**src/rtl/mem_arbiter.sv**
```systemverilog
// mem_arbiter
//   Shares one single-ported RAM between the icache (read-only) and the dcache
//   (read/write). One requester is granted per RAM transaction. The grant is
//   held until the RAM reports ACCESS or the requester withdraws. The
//   ungranted cache always sees wait=1 and load=0.
//
// Optional feature:
//   MEM_ARBITER_STARVE_GUARD_EN  when defined, the icache is forced a grant
//                                after STARVE_LIMIT consecutive dcache grants
//                                issued while iREN was pending. When undefined,
//                                the dcache has strict priority.
//
// Ports
//   CLK, nRST          clock (rising edge), asynchronous active-low reset
//   iREN, iaddr        icache read request and address
//   iwait, iload       icache stall (0 only in its ACCESS cycle) and read data
//   dREN, dWEN         dcache read / write request (both high is a write)
//   daddr, dstore      dcache address and write data
//   dwait, dload       dcache stall (0 only in its ACCESS cycle) and read data
//   ramREN, ramWEN     RAM read / write enable
//   ramaddr, ramstore  RAM address and write data
//   ramload, ramstate  RAM read data and status (FREE=0 BUSY=1 ACCESS=2 ERROR=3)
//
// state  | meaning
// IDLE   | no RAM enables; picks the next requester (costs one cycle)
// DGRANT | dcache owns the RAM until ACCESS or withdraw
// IGRANT | icache owns the RAM until ACCESS or withdraw

module mem_arbiter #(
    parameter int ADDR_W       = 32,
    parameter int DATA_W       = 32,
    parameter int STARVE_LIMIT = 4
) (
    input  logic              CLK,
    input  logic              nRST,
    input  logic              iREN,
    input  logic [ADDR_W-1:0] iaddr,
    output logic              iwait,
    output logic [DATA_W-1:0] iload,
    input  logic              dREN,
    input  logic              dWEN,
    input  logic [ADDR_W-1:0] daddr,
    input  logic [DATA_W-1:0] dstore,
    output logic              dwait,
    output logic [DATA_W-1:0] dload,
    output logic              ramREN,
    output logic              ramWEN,
    output logic [ADDR_W-1:0] ramaddr,
    output logic [DATA_W-1:0] ramstore,
    input  logic [DATA_W-1:0] ramload,
    input  logic [1:0]        ramstate
);

    localparam logic [1:0] RAM_ACCESS = 2'd2;

    typedef enum logic [1:0] {
        IDLE   = 2'd0,
        DGRANT = 2'd1,
        IGRANT = 2'd2
    } state_t;

    state_t state;
    state_t next_state;

    logic d_req;
    logic starve;

    assign d_req = dREN | dWEN;

    if (STARVE_LIMIT < 1) begin : g_bad_limit
        $error("mem_arbiter: STARVE_LIMIT must be at least 1");
    end

`ifdef MEM_ARBITER_STARVE_GUARD_EN
    localparam int CNT_W = ($clog2(STARVE_LIMIT + 1) > 3) ? $clog2(STARVE_LIMIT + 1) : 3;
    localparam logic [CNT_W-1:0] LIMIT = CNT_W'(STARVE_LIMIT);

    logic [CNT_W-1:0] dstreak;

    assign starve = iREN && (dstreak == LIMIT);

    // Only IDLE decisions touch the streak; it saturates at LIMIT.
    always_ff @(posedge CLK or negedge nRST) begin
        if (!nRST) begin
            dstreak <= '0;
        end else if (state == IDLE) begin
            if (!iREN || (next_state == IGRANT)) begin
                dstreak <= '0;
            end else if ((next_state == DGRANT) && (dstreak != LIMIT)) begin
                dstreak <= dstreak + 1'b1;
            end
        end
    end
`else
    assign starve = 1'b0;
`endif

    always_ff @(posedge CLK or negedge nRST) begin
        if (!nRST) begin
            state <= IDLE;
        end else begin
            state <= next_state;
        end
    end

    // All outputs decode from the state. Reset forces IDLE at once, so the
    // RAM enables drop while nRST is still low.
    always_comb begin
        next_state = state;
        ramREN     = 1'b0;
        ramWEN     = 1'b0;
        ramaddr    = '0;
        ramstore   = '0;
        iwait      = 1'b1;
        dwait      = 1'b1;
        iload      = '0;
        dload      = '0;

        case (state)
            IDLE: begin
                if (starve) begin
                    next_state = IGRANT;
                end else if (d_req) begin
                    next_state = DGRANT;
                end else if (iREN) begin
                    next_state = IGRANT;
                end
            end

            DGRANT: begin
                ramREN   = dREN & ~dWEN;
                ramWEN   = dWEN;
                ramaddr  = daddr;
                ramstore = dstore;
                dload    = ramload;
                if (!d_req) begin
                    next_state = IDLE;
                end else if (ramstate == RAM_ACCESS) begin
                    dwait      = 1'b0;
                    next_state = IDLE;
                end
            end

            IGRANT: begin
                ramREN  = iREN;
                ramaddr = iaddr;
                iload   = ramload;
                if (!iREN) begin
                    next_state = IDLE;
                end else if (ramstate == RAM_ACCESS) begin
                    iwait      = 1'b0;
                    next_state = IDLE;
                end
            end

            default: begin
                next_state = IDLE;
            end
        endcase
    end

endmodule
```
**config.mk**
```make
export PLATFORM = sky130hd
export DESIGN_NAME = mem_arbiter
export DESIGN_NICKNAME = d
export VERILOG_FILES = /design/src/rtl/mem_arbiter.sv
export SDC_FILE = /design/constraint.sdc
export NUM_CORES = 1
export LEC_CHECK = 0
export ABC_AREA = 1
export CORE_AREA = 2 2 103 105
export DETAILED_ROUTE_END_ITERATION = 8
export DIE_AREA = 0 0 105 107
export GPL_TIMING_DRIVEN = 0
export PLACE_DENSITY = 0.61
export SYNTH_ARGS = -nofsm -noshare
export SYNTH_HDL_FRONTEND = slang
export SYNTH_SLANG_ARGS = --single-unit
export TNS_END_PERCENT = 100
```
**constraint.sdc**
```tcl
create_clock -name CLK -period 1.6 [get_ports CLK]
set_input_delay 0.16 -clock CLK [delete_from_list [all_inputs] [get_ports CLK]]
set_output_delay 0.16 -clock CLK [all_outputs]
set_load 0.01 [all_outputs]
```
==> metrics <==
cell-internal power=4300 uW; switching power=about 3800 uW; share of layout cells above drive strength 1=between 50% and 60%; status=finished, violations left; Inserted Clock Buffers=3; RePlAce Congestion=around 0.87; Pre-Repair DR Iteration Count=4; Met2 Wirelength=approximately 6500 um; ys async rst share=100%; first-pass GRT wire length=approximately 16000 um; Pwr Density=1470 nW/um2; Leakage=between 0.003 and 0.004 uW; Final Hold Viols=0; hold buffers post-CTS=0; Cell Count, Final, Fillers Out=roughly 800; largest net degree at the start of global routing=11; max reg flops=2; Placement Setup Slack=-0.604 ns; fin area=roughly 5500 um2; largest family of logic cells by synthesized area=simple AND/OR/NAND/NOR gates; commonest cells in the netlist=nand2_1 (176), inv_1 (106), a21oi_1 (34); most instantiated library cell after synthesis=nand2_1; worst reg-to-reg setup slack=0.18 ns; Top Ports=267; Final nets=~800; vias after detailed routing=around 3200; # placed instances=around 750; FF-to-FF path depth=9; Root Buffer=clkbuf_8; Die Y-Extent=between 100 and 150 um; switch share=47.1%; Initial DRC Count=between 60 and 70; failing checks=negative setup slack; Synth Area in Simple Gates=45.3%; Cells after Synth=351; crit path time final=1.73 ns; Crit path arrival time=around 1.6 ns; area share of the largest cell type after synthesis=about 43%; number of distinct library cells after synthesis=13; Final period util=108%; max cap viols=0; register area share after synthesis=between 3 and 4%; FF+latch count, synth=2; Synth Area per Inst=between 4 and 5 um2; DR DRC count=0; die area=between 10000 and 15000 um2; Post-Syn Area=about 1500 um2; launching point of the worst reg2reg path=state[0]; Hold Crit Class=in2async; RSZ-0062 raised after global routing=true; number of global-route vias before repair=slightly above 3000; ANT cells=0; H-tree levels=1; XOR/XNOR share of the synthesized area=0%; CTS tree=done; post-synth net total=490; Worst-Skew Late Latency=about 0.21 ns; dominant synthesized flop cell=dfrtp_1; Post-Synth Adder-Cell Area=between 3 and 4%; Layout area overhead=261%; drt via density=4.04; final setup margin=-0.125 ns; Most flops, register=state; Clock transition at path regs=0.03 ns; fmax=between 500 and 600 MHz; mux contribution to synthesized area=0%; met3 WL=698 um; Clk network pwr share=roughly 2.4%; Final ANT Viol Nets=0; WL final=about 12000 um; drt wl/cell=approximately 15 um; Regs by FF count=state: 2 flops; Slew @ Worst Pin=0.246 ns; post-synth top area cell=nand2_1; die width=about 110 um; Startpoint Class=register; VDD IR max=~0.78 mV; wire length on met1=approximately 4300 um; Flop pwr share=1.4%; Slew Limit Fails=0; Yosys warning count=0; Port Buffers=about 270; crit path kind=reg2out; final setup fails=around 110; Critical Path End Type=output pin; Area after DPL=approximately 4400 um2; Post-synth EDFFs=0; final HPWL from detailed placement=approximately 8200 um; relative slew slack=between 80% and 90%; clk sink count=2; Synth Area in Compound Gates=11.6%; Max Root-Sink Buffers=2; row count=37; initial antenna violation count=0; post-layout util=54.8%; RR Endpoint=state[0]; GRT Util Overall=between 15 and 20%; highest metal used=met4; synth top area cells=nand2_1 (43%), inv_1 (26%), a21oi_1 (11%); Comb pwr share=between 90% and 100%; CP max FO=8; total grt overflow=0; CP required=1.44 ns; Initial Util=approximately 15%; CORE AREA=10100 um2; Worst Skew=0.00128 ns
worst max-delay path by stage:
stage,to,startpoint,depth (start not counted)
finish,ramaddr[2],state[0],8
global route,ramaddr[2],state[0],8
CTS,ramREN,state[0],6
detailed placement,ramaddr[3],state[0],6
global placement,ramaddr[3],state[0],6
floorplan,ramaddr[10],state[0],5
layout make-up:
type	count	area (um2)
clock buffer	3	41.3
sequential	2	51.3
tap	136	170
inverter	106	403
multi-input combinational	222	1550
timing repair buffer	313	3050
fill	981	4560
buffer	17	269
worst max-delay path: stages, from the launching register on:
cell	delay [ns]
dfrtp_2	0.44
inv_4	0.09
ha_4	0.14
buf_12	0.12
buf_8	0.11
buf_8	0.11
nand2_1	0.07
a21oi_2	0.12
buf_2	0.15
stage by stage:
stage                     power (uW)  hold WS (ns)  TNS [ns]
after floorplan                 2350        -0.136         0
after global routing            8610         0.122    -13.78
after CTS                       6180         0.115     -9.27
after detailed placement        5120         0.337    -49.40
final                           8110         0.118     -7.01
after global placement          5050         0.331    -44.91
logic make-up (layout without fill, tap and decap cells):
logic type / after synthesis / after routing
buf+inv: 127 / 439
compound gates: 35 / 35
flops: 2 / 2
fa+ha+maj: 4 / 4
simple gates: 183 / 183
placed cells by master (no fill, tap or decap):
cell | synthesis | final
ha_4 | 0 | 2
clkbuf_2 | 0 | 1
nand2_4 | 0 | 54
inv_4 | 0 | 2
clkdlybuf4s50_1 | 0 | 134
nand3_1 | 3 | 2
nor2_1 | 3 | 3
buf_2 | 6 | 61
ha_1 | 4 | 2
o21a_1 | 1 | 1
nand2_2 | 0 | 50
buf_8 | 0 | 13
inv_1 | 106 | 37
clkbuf_16 | 0 | 6
nand3b_1 | 1 | 1
buf_12 | 0 | 8
nand3_2 | 0 | 1
inv_2 | 0 | 67
buf_16 | 0 | 1
nand2_1 | 176 | 72
a21oi_1 | 34 | 16
a21oi_2 | 0 | 18
clkbuf_8 | 0 | 3
dfrtp_1 | 2 | 1
buf_4 | 8 | 16
dfrtp_2 | 0 | 1
buf_6 | 6 | 90
routing by layer:
layer	global-route usage, %	vias to the layer above
met3	3.04	16
met1	19.3	1476
met4	3.62	0
met2	34.6	135
met5	0	-
li1	-	1602
power by group through the flow:
| stage | clock (uW) | combinational (uW) | sequential (uW) |
|---|---|---|---|
| 6_report | 197 | 7800 | 113 |
| 3_3_place_gp | 0 | 4960 | 97.2 |
| 4_1_cts | 204 | 5870 | 103 |
| 3_5_place_dp | 0 | 5020 | 99.1 |
| 2_1_floorplan | 0 | 2260 | 92.1 |
| 5_1_grt | 210 | 8280 | 116 |
timing repair:
action                                  in CTS  in global routing
cloned                                       7                  6
setup buffers                               27                  9
resized for setup                          649                282
pin swaps                                    1                 17
endpoints found under the setup margin     132                132
(Power assumes the default switching activity.)
